File: src/rtl/ov5640_pkg.sv
// Shared definitions for the OV5640 power-up / register-configuration sequencer:
// state encoding, table tags, SCCB device IDs and ewdata field layout.
`timescale 1ns/1ps
package ov5640_pkg;

    typedef logic [3:0] state_t;

    localparam state_t ST_PWDN_WAIT = 4'd0;
    localparam state_t ST_RST_WAIT  = 4'd1;
    localparam state_t ST_INIT_WAIT = 4'd2;
    localparam state_t ST_FETCH     = 4'd3;
    localparam state_t ST_ISSUE     = 4'd4;
    localparam state_t ST_WAIT_DONE = 4'd5;
    localparam state_t ST_DELAY     = 4'd6;
    localparam state_t ST_NEXT      = 4'd7;
    localparam state_t ST_DONE      = 4'd8;
    localparam state_t ST_RD_ISSUE  = 4'd9;
    localparam state_t ST_RD_WAIT   = 4'd10;

    localparam int CNT_W = 20;

    localparam logic [15:0] DELAY_TAG     = 16'hFFFF;
    localparam logic [15:0] REG_SYS_CTRL0 = 16'h3008;
    localparam logic [7:0]  SCCB_ID_W     = 8'h78;
    localparam logic [7:0]  SCCB_ID_R     = 8'h79;

    localparam int EW_DEV_LSB = 24;
    localparam int EW_REG_LSB = 8;
    localparam int EW_DAT_LSB = 0;

    function automatic logic [31:0] pack_ewdata(input logic [7:0]  dev,
                                                input logic [15:0] addr,
                                                input logic [7:0]  data);
        logic [31:0] w;
        w = 32'h0000_0000;
        w[EW_DEV_LSB +: 8]  = dev;
        w[EW_REG_LSB +: 16] = addr;
        w[EW_DAT_LSB +: 8]  = data;
        return w;
    endfunction

endpackage

File: src/rtl/ov5640_cfg_seq.sv
// OV5640 power-up and register-table sequencer driving an SCCB master.
// Optional build macro CFG_READBACK_EN: read back each written register and flag mismatches on cfg_err.
`timescale 1ns/1ps
module ov5640_cfg_seq
    import ov5640_pkg::*;
#(
    parameter int          PWDN_CYC = 50_000,
    parameter int          RST_CYC  = 50_000,
    parameter int          INIT_CYC = 1_000_000,
    parameter int          MS_CYC   = 50_000,
    parameter int          REG_NUM  = 252,
    parameter int          ADDR_W   = 8,
    parameter logic [7:0]  SCCB_ID  = SCCB_ID_W
) (
    input  logic              clk_sys50m,
    input  logic              rst_n,
    input  logic              cfg_req,
    output logic              ov5640_pwdn,
    output logic              ov5640_rst_n,
    output logic [ADDR_W-1:0] rom_addr,
    input  logic [23:0]       rom_data,
    output logic              estart,
    output logic [31:0]       ewdata,
    input  logic              iic_done,
    input  logic [7:0]        riic_data,
    output logic              cfg_busy,
    output logic              cfg_done,
    output logic              cfg_err
);

`ifdef CFG_READBACK_EN
    localparam bit READBACK = 1'b1;
`else
    localparam bit READBACK = 1'b0;
`endif

    // PWDN_WAIT loads one cycle late (from the reset value), hence the -2.
    localparam logic [CNT_W-1:0] PWDN_LD  = CNT_W'(PWDN_CYC - 2);
    localparam logic [CNT_W-1:0] RST_LD   = CNT_W'(RST_CYC - 1);
    localparam logic [CNT_W-1:0] INIT_LD  = CNT_W'(INIT_CYC - 1);
    localparam logic [CNT_W-1:0] MS_LD    = CNT_W'(MS_CYC - 1);
    localparam logic [CNT_W-1:0] FETCH_LD = 20'd1;
    localparam logic [ADDR_W-1:0] LAST_ADDR = ADDR_W'(REG_NUM - 1);

    state_t              state_r, state_nxt;
    logic [CNT_W-1:0]    cnt_r, cnt_nxt, cnt_dec_s;
    logic                cnt_arm_r, arm_nxt;
    logic [7:0]          ms_left_r, ms_nxt;
    logic [ADDR_W-1:0]   rom_addr_r, addr_nxt;
    logic [23:0]         entry_r, entry_nxt;
    logic                err_r, err_nxt;
    logic                pwdn_r, pwdn_nxt;
    logic                sen_rst_n_r, sen_rst_n_nxt;
    logic                estart_r, estart_nxt;
    logic [31:0]         ewdata_r, ewdata_nxt;
    logic                busy_r, busy_nxt;
    logic                done_r, done_nxt;
    logic                rd_mismatch_s;

    assign cnt_dec_s     = (cnt_r != 20'd0) ? (cnt_r - 20'd1) : 20'd0;
    assign rd_mismatch_s = (riic_data != entry_r[7:0]);

    // State, counter and registered outputs.
    always_ff @(posedge clk_sys50m or negedge rst_n) begin
        if (!rst_n) begin
            state_r     <= ST_PWDN_WAIT;
            cnt_r       <= 20'd0;
            cnt_arm_r   <= 1'b0;
            ms_left_r   <= 8'd0;
            rom_addr_r  <= {ADDR_W{1'b0}};
            entry_r     <= 24'd0;
            err_r       <= 1'b0;
            pwdn_r      <= 1'b1;
            sen_rst_n_r <= 1'b0;
            estart_r    <= 1'b0;
            ewdata_r    <= 32'd0;
            busy_r      <= 1'b1;
            done_r      <= 1'b0;
        end else begin
            state_r     <= state_nxt;
            cnt_r       <= cnt_nxt;
            cnt_arm_r   <= arm_nxt;
            ms_left_r   <= ms_nxt;
            rom_addr_r  <= addr_nxt;
            entry_r     <= entry_nxt;
            err_r       <= err_nxt;
            pwdn_r      <= pwdn_nxt;
            sen_rst_n_r <= sen_rst_n_nxt;
            estart_r    <= estart_nxt;
            ewdata_r    <= ewdata_nxt;
            busy_r      <= busy_nxt;
            done_r      <= done_nxt;
        end
    end

    // Next-state, shared counter reloads and table walk.
    always_comb begin
        state_nxt = state_r;
        cnt_nxt   = cnt_dec_s;
        arm_nxt   = 1'b1;
        ms_nxt    = ms_left_r;
        addr_nxt  = rom_addr_r;
        entry_nxt = entry_r;
        err_nxt   = err_r;
        case (state_r)
            ST_PWDN_WAIT: begin
                if (!cnt_arm_r) begin
                    cnt_nxt = PWDN_LD;
                end else if (cnt_r == 20'd0) begin
                    state_nxt = ST_RST_WAIT;
                    cnt_nxt   = RST_LD;
                end else begin
                    cnt_nxt = cnt_dec_s;
                end
            end
            ST_RST_WAIT: begin
                if (cnt_r == 20'd0) begin
                    state_nxt = ST_INIT_WAIT;
                    cnt_nxt   = INIT_LD;
                end else begin
                    cnt_nxt = cnt_dec_s;
                end
            end
            ST_INIT_WAIT: begin
                if (cnt_r == 20'd0) begin
                    state_nxt = ST_FETCH;
                    cnt_nxt   = FETCH_LD;
                end else begin
                    cnt_nxt = cnt_dec_s;
                end
            end
            ST_FETCH: begin
                // rom_data reflects rom_addr on the second FETCH cycle.
                if (cnt_r == 20'd0) begin
                    entry_nxt = rom_data;
                    if (rom_data[23:8] == DELAY_TAG) begin
                        if (rom_data[7:0] == 8'd0) begin
                            state_nxt = ST_NEXT;
                        end else begin
                            state_nxt = ST_DELAY;
                            cnt_nxt   = MS_LD;
                            ms_nxt    = rom_data[7:0] - 8'd1;
                        end
                    end else begin
                        state_nxt = ST_ISSUE;
                    end
                end else begin
                    state_nxt = ST_FETCH;
                end
            end
            ST_ISSUE: begin
                state_nxt = ST_WAIT_DONE;
            end
            ST_WAIT_DONE: begin
                if (iic_done) begin
                    if (READBACK && (entry_r[23:8] != REG_SYS_CTRL0)) begin
                        state_nxt = ST_RD_ISSUE;
                    end else begin
                        state_nxt = ST_NEXT;
                    end
                end else begin
                    state_nxt = ST_WAIT_DONE;
                end
            end
            ST_RD_ISSUE: begin
                state_nxt = ST_RD_WAIT;
            end
            ST_RD_WAIT: begin
                if (iic_done) begin
                    err_nxt   = err_r | (READBACK & rd_mismatch_s);
                    state_nxt = ST_NEXT;
                end else begin
                    state_nxt = ST_RD_WAIT;
                end
            end
            ST_DELAY: begin
                // Counter counts one millisecond; ms_left counts remaining units.
                if (cnt_r == 20'd0) begin
                    if (ms_left_r == 8'd0) begin
                        state_nxt = ST_NEXT;
                    end else begin
                        ms_nxt  = ms_left_r - 8'd1;
                        cnt_nxt = MS_LD;
                    end
                end else begin
                    cnt_nxt = cnt_dec_s;
                end
            end
            ST_NEXT: begin
                if (rom_addr_r == LAST_ADDR) begin
                    state_nxt = ST_DONE;
                end else begin
                    addr_nxt  = rom_addr_r + ADDR_W'(1);
                    state_nxt = ST_FETCH;
                    cnt_nxt   = FETCH_LD;
                end
            end
            ST_DONE: begin
                if (cfg_req) begin
                    addr_nxt  = {ADDR_W{1'b0}};
                    state_nxt = ST_FETCH;
                    cnt_nxt   = FETCH_LD;
                end else begin
                    state_nxt = ST_DONE;
                end
            end
            default: begin
                state_nxt = ST_PWDN_WAIT;
                cnt_nxt   = 20'd0;
                arm_nxt   = 1'b0;
            end
        endcase
    end

    // Output values for the coming cycle, derived from the next state.
    always_comb begin
        pwdn_nxt      = (state_nxt == ST_PWDN_WAIT);
        sen_rst_n_nxt = !((state_nxt == ST_PWDN_WAIT) || (state_nxt == ST_RST_WAIT));
        estart_nxt    = (state_nxt == ST_ISSUE) || (state_nxt == ST_RD_ISSUE);
        busy_nxt      = (state_nxt != ST_DONE);
        done_nxt      = (state_nxt == ST_DONE);
        if (state_nxt == ST_ISSUE) begin
            ewdata_nxt = pack_ewdata(SCCB_ID, rom_data[23:8], rom_data[7:0]);
        end else if (state_nxt == ST_RD_ISSUE) begin
            ewdata_nxt = pack_ewdata(SCCB_ID | 8'h01, entry_r[23:8], 8'h00);
        end else begin
            ewdata_nxt = ewdata_r;
        end
    end

    assign ov5640_pwdn  = pwdn_r;
    assign ov5640_rst_n = sen_rst_n_r;
    assign rom_addr     = rom_addr_r;
    assign estart       = estart_r;
    assign ewdata       = ewdata_r;
    assign cfg_busy     = busy_r;
    assign cfg_done     = done_r;
    assign cfg_err      = err_r;

endmodule

File: config.mk
export PLATFORM = sky130hd
export DESIGN_NAME = ov5640_cfg_seq
export DESIGN_NICKNAME = d
export VERILOG_FILES = /design/src/rtl/ov5640_pkg.sv /design/src/rtl/ov5640_cfg_seq.sv
export SDC_FILE = /design/constraint.sdc
export NUM_CORES = 1
export LEC_CHECK = 0
export CORE_MARGIN = 1
export CORE_UTILIZATION = 55
export DETAILED_ROUTE_END_ITERATION = 10
export GPL_ROUTABILITY_DRIVEN = 0
export PLACE_DENSITY = 0.9
export SYNTH_ARGS = -nofsm -noshare
export SYNTH_HDL_FRONTEND = slang
export SYNTH_SLANG_ARGS = --single-unit
File: constraint.sdc
create_clock -name clk_sys50m -period 5.9 [get_ports clk_sys50m]
set_input_delay 0.885 -clock clk_sys50m [delete_from_list [all_inputs] [get_ports clk_sys50m]]
set_output_delay 0.885 -clock clk_sys50m [all_outputs]
set_load 0.01 [all_outputs]
Word level (Yosys, flattened, before mapping)

Index checks and enable logic that the tools add are counted.

Reductions and logical operators: 17
Mux-type cells: 39
Equality and inequality tests: 24
Add/sub/neg operators: 4

Operators by type and width:

| kind                                                                 | count |
|---|---|
| 20-bit 2-to-1 mux                                                    | 12 |
| 20-bit case mux with 8 select lines                                  | 1 |
| 32-bit 2-to-1 mux                                                    | 2 |
| 8-bit 2-to-1 mux                                                     | 7 |
| 4-bit 2-to-1 mux                                                     | 11 |
| 4-bit case mux with 11 select lines                                  | 1 |
| 8-bit case mux with 2 select lines                                   | 2 |
| 4-bit by 3-bit == test with 1-bit output, second input constant      | 5 |
| 4-bit == test, second input constant                                 | 5 |
| 20-bit logical NOT                                                   | 1 |
| 20-bit nonzero test                                                  | 1 |
| 20-bit by 1-bit subtractor with 20-bit output, second input constant | 1 |
| 16-bit == test, second input constant                                | 1 |
| 8-bit logical NOT                                                    | 2 |
| 8-bit by 1-bit subtractor with 8-bit output, second input constant   | 2 |
| 2-bit inequality test, second input constant                         | 7 |
| 11-bit OR reduction                                                  | 1 |
| 8-bit by 1-bit adder with 8-bit output, second input constant        | 1 |
| 4-bit by 1-bit == test with 1-bit output, second input constant      | 2 |
| 4-bit by 2-bit == test with 1-bit output, second input constant      | 2 |
| 8-bit == test, second input constant                                 | 1 |
| 4-bit logical NOT                                                    | 2 |
| 6-bit AND reduction                                                  | 1 |
| 2-bit nonzero test                                                   | 3 |
| 8 further kinds                                                      | 10 |

Word-level logic and storage cells: 96
Register bits after elaboration: 102
Output and inout bits: 46
Bits of input ports: 36

Depth between registers and ports, before layout

Depth after elaboration: 8
Depth in mapped cells: 10
Gate-level depth less buffers: 8

Worst setup path after synthesis

OpenSTA, ideal clock, no wires.

Kind: input -> register
From: input rom_data[1]
To: register ewdata_r[11], in the netlist ewdata[11]
Path slack: 3.202 ns
Required time: 5.775 ns
Arrival: 2.573 ns
Stages on the path: 7
Setup time: 0.125 ns
Cells stage by stage: or3_1 > nor3_1 > nand4_1 > and4bb_2 > o2111ai_4 > buf_6 > mux2_4

Longest elaborated chain between the ends: 7

RTL lines:

| item                                                                             | line                                         | text |
|---|---|---|
| start: declaration                                                               | ov5640_cfg_seq.sv:21                         | `input logic [23:0] rom_data,` |
| 8-bit logical NOT *                                                              | ov5640_cfg_seq.sv:137                        | `if (rom_data[7:0] == 8'd0) begin` |
| 1-bit 2-to-1 mux *                                                               | ov5640_cfg_seq.sv:137                        |  |
| 4-bit 2-to-1 mux *                                                               | ov5640_cfg_seq.sv:136                        | `if (rom_data[23:8] == DELAY_TAG) begin` |
| 4-bit 2-to-1 mux *                                                               | ov5640_cfg_seq.sv:134                        | `if (cnt_r == 20'd0) begin` |
| 4-bit case mux with 11 select lines *                                            | ov5640_cfg_seq.sv:105                        | `case (state_r)` |
| 4-bit by 3-bit == test with 1-bit output / 4-bit == test (equally long branches) | ov5640_cfg_seq.sv:222, ov5640_cfg_seq.sv:224 |  |
| 32-bit 2-to-1 mux / 2-bit nonzero test (equally long branches)                   | n/a                                          |  |
| end signal: assignment                                                           | ov5640_cfg_seq.sv:90                         | `ewdata_r <= ewdata_nxt;` |
| end: declaration                                                                 | ov5640_cfg_seq.sv:55                         | `logic [31:0] ewdata_r, ewdata_nxt;` |

Mark *: on every way between the ends. The rest lies on a longest branch, timed or not.
A chain may end at the register's enable or synchronous reset.

Final worst setup path

From: input rom_data[23]
To: register ms_left_r[2]

Longest elaborated chain between the ends: 3

RTL lines:

| item                                   | line                  | text |
|---|---|---|
| 16-bit == test                         | ov5640_cfg_seq.sv:136 |  |
| 2-bit inequality test (no source line) | n/a                   |  |
| 6-bit AND reduction (no source line)   | n/a                   |  |
| end signal: assignment                 | ov5640_cfg_seq.sv:83  | `ms_left_r <= ms_nxt;` |
| end: declaration                       | ov5640_cfg_seq.sv:48  | `logic [7:0] ms_left_r, ms_nxt;` |

Every way passes these cells.

==> results.sh <==
export IMPL_dp_hpwl_um=6310
export IMPL_status="finished, final reports clean"
export IMPL_max_freq_mhz=296
export IMPL_tns_ns=0
export IMPL_ys_seq_area_frac=0.456
export IMPL_ys_top_cells_by_area="dfrtp_1 (44%), mux2_4 (6.5%), nor2_1 (3.3%)"
export IMPL_crit_start="rom_data[23]"
export IMPL_antenna_found_initial=0
export IMPL_cts_sinks=72
export IMPL_required_ns=6.14
export IMPL_cp_slowest_stage_delay_ns=0.73
export IMPL_io_pins=82
export IMPL_synthCells=386
export IMPL_syn_area_sq_um=3960
export IMPL_ys_types=63
export IMPL_r2r_start="state_r[2]$_DFF_PN0_"
export IMPL_reg2reg_slack_ns=2.63
export IMPL_synthFlopType="dfrtp_1"
export IMPL_final_cell_mix="dfrtp_1 (70), clkdlybuf4s50_1 (68), nor2_1 (35)"
export IMPL_insertion_delay_ns=0.36
export IMPL_grt_remaining_overflow=0
export IMPL_portBuffers=69
export IMPL_layout_commonest_cell="dfrtp_1"
export IMPL_cts_tree="built"
export IMPL_rows=30
export IMPL_drv_cap=0
export IMPL_cts_inserted_buffers=9
export IMPL_hold_buffers=0
export IMPL_cp_depth=7
export IMPL_synth_edf_count=0
export IMPL_drive_gt1_frac=0.137
export IMPL_final_area_sq_um=4870
export IMPL_via_per_inst=5.87
export IMPL_worst_slew_pin_slew_ns=1.06
export IMPL_total_power_w=0.000941
export IMPL_grt_pass1_wl_um=15500
export IMPL_register_area_sq_um=1800
export IMPL_layout_nets=487
export IMPL_post_cts_buffers=0
export IMPL_track_usage=0.267
export IMPL_rsz0062_at_grt="no"
export IMPL_hold_class="reg -> reg"
export IMPL_dieArea_sq_um=7530
export IMPL_grt_pass1_vias=3198
export IMPL_slowest_stage="nor2_1"
export IMPL_worst_setup_path_start_kind="input port"
export IMPL_worst_ep_arrival_time_ns=3.62
export IMPL_p_leak_nw=2.14
export IMPL_min_period_ns=3.38
export IMPL_ys_ff_latch=72
export IMPL_reg2reg_depth=6
export IMPL_max_vdd_ir_drop_mv=0.163
export IMPL_clkTransAtPathRegs_ns=0.07
export IMPL_cts_resized=0
export IMPL_htree_levels=3
export IMPL_grt_max_degree=73
export IMPL_fin_crit_sh=0.573
export IMPL_cp_max_fo=14
export IMPL_nFillCells=479
export IMPL_start_util=0.576
export IMPL_reg2reg_to="ms_left_r[2]$_DFFE_PN0P_"
export IMPL_crit_chain="clkdlybuf4s50_1 -> nand4_1 -> nor4_1 -> a31oi_1 -> nor2_1 -> o21ai_0 -> a211o_1"
export IMPL_slew_violations=0
export IMPL_vias=3225
export IMPL_yosys_warnings=0
export IMPL_powerDensity_nw_per_um2=193
export IMPL_postSynthAreaPerCell_sq_um=10.2
export IMPL_first_pass_iters=5
export IMPL_diodes=0
export IMPL_area_growth_pct=23.1
export IMPL_cp_end_kind="register"
export IMPL_yosysTopAreaCell="dfrtp_1"
export IMPL_worst_slack_ns=2.52
export IMPL_first_iter_violations=275
export IMPL_finalHoldViolCount=0
export IMPL_relSlewSlack=0.296
export IMPL_async_reset_ff_frac=1.00
export IMPL_wirelength_um=9000
export IMPL_crit_buf_inv=1
export IMPL_critPathKind="in -> reg"
export IMPL_place_area_sq_um=4660
export IMPL_die_h_um=86.8
export IMPL_place_ws_ns=2.17
export IMPL_clock_path_buffers=2
export IMPL_finClkSkew_ns=0.0150
export IMPL_clockRootBuffer="clkbuf_8"
export IMPL_netlist_area_leader_share=0.443
export IMPL_crit_path_end="ms_left_r[2]$_DFFE_PN0P_"
export IMPL_wl_per_cell_um=16.4
export IMPL_route_detailed_drc=0
export IMPL_critical_path_top_delay_family="simple AND/OR/NAND/NOR gates"
export IMPL_fp_dieW_um=86.8
export IMPL_antenna_left=0
export IMPL_core_area_sq_um=6870
export IMPL_multiInputGateArea_sq_um=2000
export IMPL_setup_violations=0
==> area by class of cell <==
class	count	area share
clock buffer	11	0.0290
clock inverter	5	0.0131
inverter	11	0.00848
multi-input combinational	283	0.410
sequential	72	0.371
tap	96	0.0247
timing repair buffer	71	0.144
==> flip-flops by register name (all words and copies together) (netlist names) <==
register and count:
ewdata 26, cnt_r 20, ms_left_r 8, rom_addr 8
state_r 4, cfg_busy 1, cfg_done 1, cnt_arm_r 1
estart 1, ov5640_pwdn 1, ov5640_rst_n 1
==> layer usage <==
layer | global-route usage | vias up | part of all wire | wire [um]
li1 | - | 1513 | - | -
met1 | 0.349 | 1581 | 0.43 | 3880
met2 | 0.431 | 116 | 0.49 | 4410
met3 | 0.0724 | 15 | 0.061 | 553
met4 | 0.0894 | 0 | 0.017 | 149
met5 | 0 | - | 0 | 0
==> cell usage after synthesis, types with 3 or more instances <==
cell type,number
dfrtp_1,70
nor2_1,35
nand2_1,24
a21oi_1,21
o21ai_0,21
mux2_4,17
nor3_1,15
xnor2_1,14
nand3_1,13
clkbuf_1,12
inv_1,11
nand4_1,11
mux2_2,9
a31oi_1,8
nor4_1,8
xor2_1,8
buf_4,7
or3_1,5
a211o_1,4
mux2i_1,4
nand3b_1,4
nor2b_1,4
or2_2,4
or4_1,4
and2_1,3
ha_1,3
nand2b_1,3
nor4_4,3
==> where the power goes <==
group / internal, W / leakage, nW / switching [W]
registers: 0.000493 / 0.922 / 0
clock network: 0.000210 / 0.100 / 0.000195
logic: 0.0000199 / 1.12 / 0.0000233
total: 0.000723 / 2.14 / 0.000218
==> worst min-delay path by stage <==
stage	slack [ns]	from	cells past startpoint	end
4_1_cts	0.51	ewdata[24]$_DFFE_PN0P_	1	ewdata[24]$_DFFE_PN0P_
3_5_place_dp	0.48	ewdata[24]$_DFFE_PN0P_	1	ewdata[24]$_DFFE_PN0P_
2_1_floorplan	0.50	ms_left_r[0]$_DFFE_PN0P_	1	ms_left_r[0]$_DFFE_PN0P_
5_1_grt	0.52	ewdata[24]$_DFFE_PN0P_	1	ewdata[24]$_DFFE_PN0P_
6_report	0.50	ewdata[24]$_DFFE_PN0P_	1	ewdata[24]$_DFFE_PN0P_
3_3_place_gp	0.47	ewdata[24]$_DFFE_PN0P_	1	ewdata[24]$_DFFE_PN0P_
==> metrics by stage <==
step	std cells	hold WS [ns]	util
5_1_grt	549	0.521	0.709
6_report	549	0.500	0.709
3_5_place_dp	533	0.483	0.679
4_1_cts	549	0.505	0.709
2_1_floorplan	389	0.504	-
3_3_place_gp	533	0.469	0.679
==> cell families after synthesis <==
| group | count (synthesis) | synth area share |
|---|---|---|
| muxes | 30 | 0.100 |
| DFF | 72 | 0.456 |
| other | 1 | 0.000948 |
| AOI/OAI and AO/OA | 75 | 0.125 |
| xor gates and xnor gates | 22 | 0.0487 |
| buffers and inverters | 34 | 0.0430 |
| adders and majority gates | 3 | 0.00949 |
| and+or+nand+nor | 149 | 0.216 |
Note: power is estimated with default switching activity, not from simulation.
